### src/rtl/pc_pkg.sv
// Shared types and default widths for the PC / fetch-control stage.
// Optional feature macro used by this slice: PC_STALL_EN (adds a stall input).
package pc_pkg;

  localparam int PC_W      = 10;
  localparam int IDX_W     = 4;
  localparam int CNT_W_DEF = 16;

  typedef logic [PC_W-1:0]  pc_t;
  typedef logic [IDX_W-1:0] idx_t;

  localparam pc_t START_ADDR_DEF = 10'h000;

  typedef enum logic [1:0] {
    IDLE = 2'b00,
    RUN  = 2'b01,
    HALT = 2'b10
  } pc_state_t;

  // Sequential fetch step; wraps modulo 2^PC_W with no overflow indication.
  function automatic pc_t pc_inc(input pc_t cur);
    return cur + pc_t'(1);
  endfunction

endpackage

### src/rtl/pc_cycle_cnt.sv
// Saturating run-cycle counter with synchronous clear and count enable.
// Clear wins over enable; once all-ones the value sticks until cleared.
module pc_cycle_cnt #(
  parameter int CNT_W = 16
) (
  input  logic             clk,
  input  logic             rst_n,
  input  logic             clr,
  input  logic             en,
  output logic [CNT_W-1:0] cnt
);

  // Count register: clear, else saturating increment.
  always_ff @(posedge clk or negedge rst_n) begin
    if (!rst_n) begin
      cnt <= '0;
    end else if (clr) begin
      cnt <= '0;
    end else if (en && (cnt != {CNT_W{1'b1}})) begin
      cnt <= cnt + {{(CNT_W-1){1'b0}}, 1'b1};
    end
  end

endmodule

### src/rtl/pc_fetch_ctrl.sv
// Program-counter / fetch-control stage behind the branch-target LUT.
// Steps the PC each run cycle, loads the LUT target on a taken branch,
// and provides the start/done program handshake plus a run-cycle counter.
// Optional feature macro: PC_STALL_EN (stall input freezes PC, state and
// cycle counter while running).
//
// state | meaning
// ------+-----------------------------------------------------------
// IDLE  | after reset, waiting for start
// RUN   | fetching: PC steps by one or loads a taken-branch target
// HALT  | halt instruction reached; PC/counter frozen, done high
module pc_fetch_ctrl
  import pc_pkg::*;
#(
  parameter int  CNT_W      = CNT_W_DEF,
  parameter pc_t START_ADDR = START_ADDR_DEF
) (
  input  logic             clk,
  input  logic             rst_n,
  input  logic             start,
  input  logic [IDX_W-1:0] branch_idx,
  input  logic             branch_en,
  input  logic             taken,
  input  logic             halt_req,
`ifdef PC_STALL_EN
  input  logic             stall,
`endif
  output logic [IDX_W-1:0] lut_addr,
  input  logic [PC_W-1:0]  lut_target,
  output logic [PC_W-1:0]  pc,
  output logic             running,
  output logic             done,
  output logic [CNT_W-1:0] cycle_cnt
);

  pc_state_t state, state_nxt;
  pc_t       pc_q, pc_nxt;
  logic      cnt_clr;
  logic      cnt_en;
  logic      run_hold;

  // The LUT is addressed straight from the decoder field; its target feeds
  // the next-PC mux in the same cycle, so no branch delay slot exists.
  assign lut_addr = branch_idx;

`ifdef PC_STALL_EN
  assign run_hold = stall;
`else
  assign run_hold = 1'b0;
`endif

  // State and PC registers; reset aborts any run immediately.
  always_ff @(posedge clk or negedge rst_n) begin
    if (!rst_n) begin
      state <= IDLE;
      pc_q  <= START_ADDR;
    end else begin
      state <= state_nxt;
      pc_q  <= pc_nxt;
    end
  end

  // Next-state, next-PC mux and counter control; halt beats branch beats step.
  always_comb begin
    state_nxt = state;
    pc_nxt    = pc_q;
    cnt_clr   = 1'b0;
    cnt_en    = 1'b0;
    case (state)
      IDLE, HALT: begin
        if (start) begin
          state_nxt = RUN;
          pc_nxt    = START_ADDR;
          cnt_clr   = 1'b1;
        end
      end
      RUN: begin
        if (!run_hold) begin
          cnt_en = 1'b1;
          if (halt_req) begin
            state_nxt = HALT;
          end else if (branch_en && taken) begin
            pc_nxt = lut_target;
          end else begin
            pc_nxt = pc_inc(pc_q);
          end
        end
      end
      default: begin
        state_nxt = IDLE;
        pc_nxt    = START_ADDR;
      end
    endcase
  end

  pc_cycle_cnt #(
    .CNT_W (CNT_W)
  ) u_cycle_cnt (
    .clk   (clk),
    .rst_n (rst_n),
    .clr   (cnt_clr),
    .en    (cnt_en),
    .cnt   (cycle_cnt)
  );

  assign pc      = pc_q;
  assign running = (state == RUN);
  assign done    = (state == HALT);

endmodule

### config.mk
export PLATFORM = sky130hd
export DESIGN_NAME = pc_fetch_ctrl
export DESIGN_NICKNAME = d
export VERILOG_FILES = /design/src/rtl/pc_pkg.sv /design/src/rtl/pc_cycle_cnt.sv /design/src/rtl/pc_fetch_ctrl.sv
export SDC_FILE = /design/constraint.sdc
export NUM_CORES = 1
export LEC_CHECK = 0
export CORE_UTILIZATION = 50
export DETAILED_ROUTE_END_ITERATION = 10
export HOLD_SLACK_MARGIN = 0.05
export PLACE_DENSITY = 0.93
export SYNTH_ARGS = -nofsm -noshare
export SYNTH_HDL_FRONTEND = slang
export SYNTH_HIERARCHICAL = 1
export SYNTH_SLANG_ARGS = --single-unit
### constraint.sdc
create_clock -name clk -period 3.1 [get_ports clk]
set_input_delay 0.62 -clock clk [delete_from_list [all_inputs] [get_ports clk]]
set_output_delay 0.62 -clock clk [all_outputs]
set_load 0.05 [all_outputs]
==> flow_metrics.tcl, run 1 <==
set metrics [dict create \
    finalHoldViolCount 0 \
    max_slew.worst_pin.slew_ns 0.693 \
    vias 1621 \
    cts_setup_buffers 0 \
    setup_total_negative_slack_ns 0 \
    port-buffer-count 43 \
    worstSkewPairLatency_ns 0.33 \
    relSlewSlack 0.538 \
    final-setup-viol-count 0 \
    achievable-frequency_ghz 0.370 \
    startpoint "state[0]" \
    grt_max_degree 29 \
    timing.critical_path.to "running" \
    detailed_place_hpwl_um 2840 \
    hold_path.class "reg -> reg" \
    nNetsFinal 246 \
    die-area_um2 3690 \
    mostFrequentLayoutCell "clkdlybuf4s50_1" \
    grt_first_pass_wirelength_um 6890 \
    cp_slowest_stage_delay_ns 0.89 \
    multiInputGateArea_um2 926 \
    regToRegStartpoint "state[0]" \
    mappedNetlistArea_um2 1730 \
    finalWeightedCongestion 0.846 \
    synth_cell_type_count 45 \
    p_per_area_nw_per_um2 447 \
    num_rows 20 \
    max_vdd_drop_v 0.000337 \
    layout_common_cells "clkdlybuf4s50_1 (43), dfrtp_1 (28), a21oi_1 (17), o21ai_0 (13), nand2_1 (12)" \
    drt_first_iter_violations 109 \
    timing.critical_path.to_type "output port" \
    grt-ovfl-total 0 \
    io_pins 52 \
    timing.clock.skew_ns 0.0133 \
    criticalPathCategory "reg -> out" \
    core_um2 3150 \
    post-route-drc-count 0 \
    timing.final.crit_share 0.871 \
    critical_path_peak_fanout 8 \
    avgViaCountPerCell 6.07 \
    clockBufferDepth 2 \
    setup.worst_path.start_class "register" \
    fp.dieH_um 60.8 \
    r2r_slack_ns 0.87 \
    yosysWarningCount 6 \
    grt_antenna_before_repair 0 \
    seq_area_um2 701 \
    capture_point_of_the_worst_reg_to_reg_path "u_cycle_cnt/cnt[3]" \
    cts-htree-levels 1 \
    routed_wl_um 4050 \
    slowest_stage "clkdlybuf4s50_1" \
    fin_util 0.694 \
    post_cts_hold_buffer_count 0 \
    cell_types_with_the_largest_area_share_after_synthesis "dfrtp_1 (41%), a21oi_1 (4.9%), o21ai_0 (3.8%), o31ai_1 (3.0%), mux2_1 (2.6%)" \
    yosys.area.top_type_share 0.406 \
    area_added_between_synthesis_and_finish_pct 26.8 \
    final_antenna_net_count 0 \
    layout-drive-gt1-share 0.0897 \
    status "completed" \
    syn-instance-count 186 \
    synth_largest_area_cell "dfrtp_1" \
    synth_sequential_area_ratio 0.406 \
    cp_data_required_time_ns 2.48 \
    initial_utilization 0.548 \
    grt_use_total 0.247 \
    detail_route.first_pass.iterations 4 \
    clkSinkCount 28 \
    wl_per_cell_um 15.2 \
    leakagePower_nw 0.861 \
    max_cap_violations 0 \
    rsz0062_at_grt "no" \
    clock_tree_from_tritoncts "yes" \
    path_clk_slew_ns 0.16 \
    cp.arrival_ns 2.08 \
    post_cts_resize_count 0 \
    die-width_um 60.8 \
    filler_cell_count 236 \
    cp_cell_sequence "nor2b_1 > clkdlybuf4s50_1" \
    grt_pass1_vias 1552 \
    n_antenna_cell 0 \
    cts_made_buffers 3 \
    total_power_uw 979 \
    slew_viol_final 0 \
    layout_min_cycle_time_ns 2.70 \
    ctsRootBufferMaster "clkbuf_4" \
    synthesis.nets 208 \
    reg2reg_depth 4 \
    synth.avg_cell_area_um2 9.28 \
    postSynthRegisterBits 28 \
]
==> state kept, by name (all words and copies together), names as in the netlist <==
register / count
pc: 10
state: 2
u_cycle_cnt/cnt: 16
==> final cells by class <==
cell class,instances,share of cell area
well taps,44,0.0251
flip-flops and latches,28,0.320
clock buffers,4,0.0166
inverters,5,0.00857
repair buffers,46,0.207
multi-input cells,140,0.423
==> power breakdown <==
| group | leakage (nW) | switching (mW) | internal [mW] |
|---|---|---|---|
| Clock | 0.0210 | 0.109 | 0.0718 |
| Sequential | 0.385 | 0.0443 | 0.397 |
| Combinational | 0.456 | 0.233 | 0.124 |
==> synthesized netlist by cell type (all sizes together) <==
cell,instances
dfrtp,28
a21oi,17
o21ai,17
nand2,12
buf,8
nor2,8
nand4,7
nor4,7
o31ai,7
or4,7
nor3,6
and3,5
clkbuf,5
inv,5
nand3,5
nor2b,5
mux2,4
o2bb2ai,4
nand2b,3
nor3b,3
or3,3
a22o,2
and4,2
ha,2
mux2i,2
nand3b,2
a211oi,1
a22oi,1
a311oi,1
a32oi,1
and2,1
and2b,1
nor4b,1
o211ai,1
o21a,1
or3b,1
==> critical path, delay by kind of cell (launching register included) <==
kind | cells | cell delay (ns)
DFF | 1 | 0.46
buffers and inverters | 1 | 0.89
and+or+nand+nor | 1 | 0.41
==> how the worst min path moves through the flow <==
stage | start | endpoint | slack (ns) | cells after the start
finish | pc[9] | pc[9] | 0.56 | 1
global route | pc[9] | pc[9] | 0.61 | 1
CTS | pc[9] | pc[9] | 0.57 | 1
detailed placement | pc[9] | pc[9] | 0.53 | 1
global placement | pc[9] | pc[9] | 0.52 | 1
floorplan | rst_n | pc[0] | 0.32 | 0
==> through the flow <==
| step | area, um2 | hold WS (ns) | setup slack, ns | instances |
|---|---|---|---|---|
| floorplan | 1730 | 0.324 | 0.614 | 186 |
| global route | 2190 | 0.606 | 0.308 | 267 |
| global placement | 2150 | 0.515 | 0.835 | 263 |
| CTS | 2190 | 0.565 | 0.391 | 267 |
| detailed placement | 2150 | 0.531 | 0.776 | 263 |
| finish | 2190 | 0.557 | 0.399 | 267 |
==> logic make-up after synthesis <==
| kind of cell | Yosys count | share of synthesized area |
|---|---|---|
| buffers and inverters | 18 | 0.0580 |
| AND/OR/NAND/NOR | 79 | 0.291 |
| flip-flops | 28 | 0.406 |
| adder cells (fa/ha/maj) | 2 | 0.0145 |
| AO/OA/AOI/OAI | 53 | 0.193 |
| multiplexers | 6 | 0.0377 |
==> routing by layer <==
metal  wire (um)  track usage  vias up
li1            -            -      781
met1        1780        0.334      769
met2        1960        0.413       67
met3         262       0.0277        4
met4          42       0.0877        0
met5           0            0        -
Power figures use the tool's default switching activity.
==> run 2: changes to the inputs <==
- CORE_MARGIN: default -> 2
==> run 2 against run 1 <==
  * Critical path type unchanged
  * Highest routed layer unchanged
  * Sequential cell count is the same
  * Register-to-register slack lost 0.03 ns
  * Core utilization shrank 4.4 points
  * Sequential share of layout area grew 0.28 points
  * Setup slack gained 0.073 ns
  * Clock power shrank 18%
  * Non-clock buffer count shrank 1
==> flow_metrics.tcl, run 2 (synthesis results as in run 1) <==
set metrics [dict create \
    status "completed" \
    core_um2 3340 \
    detailed_place_hpwl_um 3000 \
    max_cap_violations 0 \
    ctsRootBufferMaster "clkbuf_4" \
    rsz0062_at_grt "no" \
    grt_antenna_before_repair 0 \
    die-area_um2 3940 \
    max_slew.worst_pin.slew_ns 0.860 \
    max_vdd_drop_v 0.000274 \
    post_cts_resize_count 0 \
    post-route-drc-count 0 \
    cts_made_buffers 3 \
    clkSinkCount 28 \
    path_clk_slew_ns 0.15 \
    critical_path_peak_fanout 8 \
    grt_max_degree 29 \
    nNetsFinal 245 \
    slowest_stage "clkdlybuf4s50_1" \
    hold_path.class "reg -> reg" \
    cp.arrival_ns 2.01 \
    critical_path.n_buffers_inverters 1 \
    timing.critical_path.to_type "output port" \
    grt_first_pass_wirelength_um 6850 \
    routed_wl_um 4090 \
    p_per_area_nw_per_um2 437 \
    timing.final.crit_share 0.848 \
    final_antenna_net_count 0 \
    largest_register_ff_count 16 \
    finalWeightedCongestion 0.882 \
    slew_viol_final 0 \
    cp_cell_sequence "nor2b_1 > clkdlybuf4s50_1" \
    grt_use_total 0.218 \
    wl_per_cell_um 15.3 \
    area_added_between_synthesis_and_finish_pct 25.7 \
    layout-drive-gt1-share 0.0814 \
    leakagePower_nw 0.849 \
    vias 1621 \
    cp_slowest_stage_delay_ns 0.87 \
    finalHoldViolCount 0 \
    layoutNonFillerInstCount 267 \
    total_power_uw 948 \
    post_cts_hold_buffer_count 0 \
    setup_total_negative_slack_ns 0 \
    detail_route.first_pass.iterations 4 \
    worstSkewPairLatency_ns 0.34 \
    die-width_um 62.8 \
    port-buffer-count 43 \
    initial_utilization 0.517 \
    cp_data_required_time_ns 2.48 \
    cts-htree-levels 1 \
    post-route-worst-setup-slack_ns 0.471 \
    mostFrequentLayoutCell "clkdlybuf4s50_1" \
    clockBufferDepth 2 \
    post-place-ws_ns 0.820 \
    final-setup-viol-count 0 \
    critical_path.top_delay_family "buffers and inverters" \
    criticalPathCategory "reg -> out" \
    layout_min_cycle_time_ns 2.63 \
    grt_pass1_vias 1469 \
    io_pins 52 \
    achievable-frequency_ghz 0.380 \
    timing.clock.skew_ns 0.0140 \
    fp.dieH_um 62.8 \
    max_flop_register "u_cycle_cnt/cnt" \
    placedCellCount 264 \
    cts_setup_buffers 0 \
    avgViaCountPerCell 6.07 \
    clock_tree_from_tritoncts "yes" \
    relSlewSlack 0.422 \
    layout_common_cells "clkdlybuf4s50_1 (43), dfrtp_1 (28), a21oi_1 (17), o21ai_0 (13), nand2_1 (12)" \
    drt_first_iter_violations 118 \
    setup.worst_path.start_class "register" \
    grt-ovfl-total 0 \
    n_antenna_cell 0 \
    num_rows 21 \
]
## run 2: power by group
part           switching (mW)  internal [mW]  total (mW)
logic                   0.233          0.124       0.358
registers              0.0454          0.397       0.442
clock network           0.103         0.0458       0.148
## run 2: final cells by class
type | instances | area, um2
inverter | 5 | 18.8
tap | 46 | 57.6
multi-input combinational | 140 | 926
timing repair buffer | 45 | 445
clock buffer | 3 | 22.5
fill | 274 | 1170
sequential | 28 | 701
## run 2: path summary, 6_finish.rpt
path,startpoint,depth (start not counted),slack [ns],to
max in group asynchronous,rst_n,2,2.15,pc[5]
max reg2reg,u_cycle_cnt/cnt[0],5,0.84,u_cycle_cnt/cnt[13]
min in group asynchronous,rst_n,2,0.67,pc[8]
min,pc[9],1,0.58,pc[9]
max,state[0],2,0.47,running
min reg2reg,pc[9],1,0.58,pc[9]
## run 2: metrics by stage
stage                     hold slack (ns)  utilization  area, um2
after global routing                0.599        0.651       2170
final                               0.576        0.651       2170
after CTS                           0.574        0.651       2170
after detailed placement            0.538        0.644       2150
after global placement              0.526        0.644       2150
after floorplan                     0.324            -       1730
## run 2: metal layers
metal | share of wire | vias to the layer above | global-route usage
li1 | - | 772 | -
met1 | 0.43 | 785 | 0.285
met2 | 0.50 | 54 | 0.355
met3 | 0.050 | 10 | 0.0396
met4 | 0.025 | 0 | 0.0917
met5 | 0 | - | 0
==> run 3: changes to the inputs <==
- CORE_UTILIZATION: 50 -> 42
- PLACE_DENSITY: 0.93 -> 0.85
- clock period: 3.1 -> 2.4 ns (I/O delays scaled with it)
==> run 3 against run 2 <==
  * First-iteration DRC count down 11%
  * Sequential power up 29%
  * Count of clock-buffer cells in the layout up 1
  * Die area up 18%
  * Non-clock buffer count up 3
  * Critical path depth up 1
  * Sequential cell count unchanged
  * Cell area up 3.6%
  * Register-to-register slack worse by 0.46 ns
==> flow_metrics.tcl, run 3 (synthesis results as in run 1) <==
set metrics [dict create \
    clock_tree_from_tritoncts "yes" \
    timing.critical_path.to_type "output port" \
    timing.clock.skew_ns 0.00402 \
    cp_data_required_time_ns 1.92 \
    n_antenna_cell 0 \
    setup_total_negative_slack_ns 0 \
    grt_first_pass_wirelength_um 7100 \
    initial_utilization 0.435 \
    port-buffer-count 43 \
    vias 1619 \
    cp.arrival_ns 1.75 \
    largest_register_ff_count 16 \
    capture_point_of_the_worst_reg_to_reg_path "u_cycle_cnt/cnt[13]" \
    status "completed" \
    detailed_place_hpwl_um 3100 \
    max_vdd_drop_v 0.000288 \
    grt_antenna_before_repair 0 \
    cp_cell_sequence "nand2b_1 > inv_1 > clkdlybuf4s50_1" \
    finalWeightedCongestion 0.834 \
    finalInstanceArea_um2 2250 \
    grt_max_degree 29 \
    path_clk_slew_ns 0.09 \
    post_cts_hold_buffer_count 0 \
    total_power_mw 1.34 \
    clkPwrFrac 0.219 \
    io_pins 52 \
    routed_wl_um 4270 \
    max_cap_violations 0 \
    critical_path_peak_fanout 8 \
    max_flop_register "u_cycle_cnt/cnt" \
    num_rows 23 \
    regToRegStartpoint "state[0]" \
    avgViaCountPerCell 5.89 \
    wl_per_cell_um 15.5 \
    slew_viol_final 0 \
    area_added_between_synthesis_and_finish_pct 30.2 \
    cts-htree-levels 1 \
    min_path_cells 1 \
    layout-drive-gt1-share 0.102 \
    layout_common_cells "clkdlybuf4s50_1 (42), dfrtp_1 (28), a21oi_1 (17), o21ai_0 (13), nand2_1 (12)" \
    die-width_um 68.1 \
    grt_pass1_vias 1492 \
    power.net_switching_uw 512 \
    fin_util 0.566 \
    reg2reg_depth 4 \
    post-route-drc-count 0 \
    grt_use_total 0.203 \
    detail_route.first_pass.iterations 4 \
    core_um2 3970 \
    clkSinkCount 28 \
    criticalPathCategory "reg -> out" \
    hold_path.class "reg -> reg" \
    layoutNonFillerInstCount 275 \
    placedCellCount 271 \
    timing.final.crit_share 0.928 \
    finalHoldViolCount 0 \
    grt-ovfl-total 0 \
    power.sequential.fraction 0.427 \
    swShare 0.383 \
    r2r_slack_ns 0.38 \
    cp_slowest_stage_delay_ns 0.79 \
    leakagePower_nw 0.897 \
    post_cts_resize_count 0 \
    slowest_stage "clkdlybuf4s50_1" \
    drt_first_iter_violations 105 \
    ctsRootBufferMaster "clkbuf_8" \
    setup.worst_path.start_class "register" \
    clockBufferDepth 2 \
    pwr-share-comb 0.354 \
    max_slew.worst_pin.slew_ns 0.695 \
    timing.hold.worst_endpoint "pc[9]" \
    fp.dieH_um 68.1 \
    relSlewSlack 0.532 \
    power.internal_uw 825 \
    rsz0062_at_grt "no" \
    die-area_um2 4640 \
    nNetsFinal 248 \
    cts_made_buffers 3 \
    cts_setup_buffers 0 \
    final-setup-viol-count 0 \
    layout_min_cycle_time_ns 2.23 \
    placedInstanceArea_um2 2190 \
    mostFrequentLayoutCell "clkdlybuf4s50_1" \
    achievable-frequency_ghz 0.449 \
    final_antenna_net_count 0 \
    min_from "pc[9]" \
    worstSkewPairLatency_ns 0.27 \
    p_per_area_nw_per_um2 595 \
]
## run 3: how the worst max path moves through the flow
stage                     startpoint            endpoint  slack (ns)
after CTS                   state[0]             running        0.06
after floorplan             state[0]  u_cycle_cnt/cnt[3]        0.25
final                       state[0]                done        0.17
after global placement      state[0]             running        0.41
after detailed placement    state[0]             running        0.37
after global routing        state[0]                done        0.08
## run 3: per-stage QoR
step | setup WS (ns) | hold WS [ns]
2_1_floorplan | 0.249 | 0.184
3_3_place_gp | 0.410 | 0.516
3_5_place_dp | 0.369 | 0.539
4_1_cts | 0.0593 | 0.561
5_1_grt | 0.0830 | 0.578
6_report | 0.173 | 0.555
## run 3: worst max-delay path, delay by kind of cell (launching register included)
family	cells	cell delay, ns
buf+inv	2	0.85
flops	1	0.44
simple gates	1	0.19
## run 3: power groups by stage
stage          Clock, mW  Combinational, mW  Sequential [mW]
2_1_floorplan          0              0.212            0.690
3_3_place_gp           0              0.466            0.577
3_5_place_dp           0              0.472            0.581
4_1_cts            0.303              0.474            0.571
5_1_grt            0.326              0.512            0.580
6_report           0.293              0.473            0.571
## run 3: area by class of cell
| class | instances | area [um2] |
|---|---|---|
| multi-input cells | 140 | 928 |
| well taps | 50 | 62.6 |
| fillers | 359 | 1720 |
| flip-flops and latches | 28 | 701 |
| inverters | 5 | 18.8 |
| clock buffers | 4 | 55.1 |
| repair buffers | 48 | 483 |
## run 3: per-layer routing
| layer | GRT usage | routed length, um | up-vias |
|---|---|---|---|
| met5 | 0 | 0 | - |
| met4 | 0.0700 | 48 | 0 |
| met3 | 0.0313 | 191 | 4 |
| met2 | 0.333 | 2170 | 47 |
| met1 | 0.273 | 1860 | 788 |
| li1 | - | - | 780 |
==> patch (settings of run 1) <==
Put a register stage on the output `cycle_cnt`, cleared by the reset. The value now appears one clock later. The other outputs are not delayed to match.
--- a/src/rtl/pc_fetch_ctrl.sv
+++ b/src/rtl/pc_fetch_ctrl.sv
@@ -32,6 +32,8 @@
   output logic             done,
   output logic [CNT_W-1:0] cycle_cnt
 );
+
+  logic [CNT_W-1:0] cycle_cnt_d;
 
   pc_state_t state, state_nxt;
   pc_t       pc_q, pc_nxt;
@@ -100,12 +102,20 @@
     .rst_n (rst_n),
     .clr   (cnt_clr),
     .en    (cnt_en),
-    .cnt   (cycle_cnt)
+    .cnt   (cycle_cnt_d)
   );
 
   assign pc      = pc_q;
   assign running = (state == RUN);
   assign done    = (state == HALT);
 
+  always_ff @(posedge clk or negedge rst_n) begin
+    if (!rst_n) begin
+      cycle_cnt <= '0;
+    end else begin
+      cycle_cnt <= cycle_cnt_d;
+    end
+  end
+
 endmodule
 
Formal check against the unedited RTL: not equivalent (a bounded check fails within 4 cycles, from zero or initial values and one cycle with rst_n low).
==> patch against run 1 <==
  * Clock skew shrank 4.5 ps
  * Critical path depth is the same
  * Highest routed layer unchanged
  * Worst setup slack better by 160 ps
  * Total power increased by 44%
  * Design area grew 21%
  * Routed wire length is 9.3% higher
  * Area after synthesis increased by 25%
  * Sequential cell count is 16 higher
  * Sequential share of layout area grew 9.5 points
==> patch: results (changes against run 1) <==
- Cell Area, Placed: 2550 um2 (+19%)
- Total CTS buffers: 5 (+2)
- Post-synthesis mux area share: 0.0255 (-0.0122)
- DRT iter0 DRCs: 136 (+25%)
- Non-Filler Instances: 291 (+9.0%)
- Clock network area share: 0.0364 (+0.0198)
- Ranking of synthesized cells by area: dfrtp_1 51%, a21oi_1 4.4%, o21ai_1 3.2%, buf_6 2.6%, o31ai_1 2.4%
- Seq area share: 0.415 (+0.0955)
- Worst path max stage delay: 870 ps (-20 ps)
- Seq. pwr: 670 uW (+52%)
- Largest net degree at the start of global routing: 45 (+55%)
- Syn nets: 225 (+8.2%)
- Fill cells: 340 (+44%)
- Placed Cells: 284 (+8.0%)
- Post-layout nets: 263 (+6.9%)
- GRT Total Usage: 0.215 (-0.0327)
- WL per Instance: 15.2 um (+0.28%)
- Seq Cell Count: 44 (+57%)
- Vias in the first global route: 1553 (+0.064%)
- Gate count after technology mapping: 203 (+9.1%)
- Status: completed
- Root Buffer Master: clkbuf_8
- Place WS: 870 ps (+94.2 ps)
- Post-Route Skew: 8.80 ps (-4.47 ps)
- Reg clk slew, reported paths: 70 ps (-90 ps)
- LEAKAGE: 1.10 nW (+28%)
- Adder-cell share of the synthesized area: 0.0116 (-0.00291)
- Compound-gate portion of the synthesized area: 0.160 (-0.0328)
- CTS H-tree lvls: 2 (+1)
-- patch: cell count changes in the layout (fill, tap and decap cells not counted), moves of 3 or more --
cell and change:
clkbuf_8 +6, dfrtp_1 +16, clkbuf_4 -3, and3_1 -3
o21ai_0 -10, nor2_1 +3, o21ai_1 +10
-- patch: metal layers --
metal	track usage	up-vias	wire, um
li1	-	828	-
met3	0.0557	5	204
met2	0.343	50	2150
met4	0.0851	0	60
met1	0.276	858	2000
met5	0	-	0
-- patch: path summary, 6_finish.rpt --
kind	startpoint	to	slack [ps]	depth (start not counted)
worst max register to register	u_cycle_cnt/cnt[0]	u_cycle_cnt/cnt[11]	970	6
worst max-delay path	state[0]	running	560	2
worst min register to register	u_cycle_cnt/cnt[15]	cycle_cnt[15]	430	0
min in group asynchronous	rst_n	u_cycle_cnt/cnt[11]	460	1
worst min-delay path	u_cycle_cnt/cnt[15]	cycle_cnt[15]	430	0
max in group asynchronous	rst_n	cycle_cnt[12]	2040	1
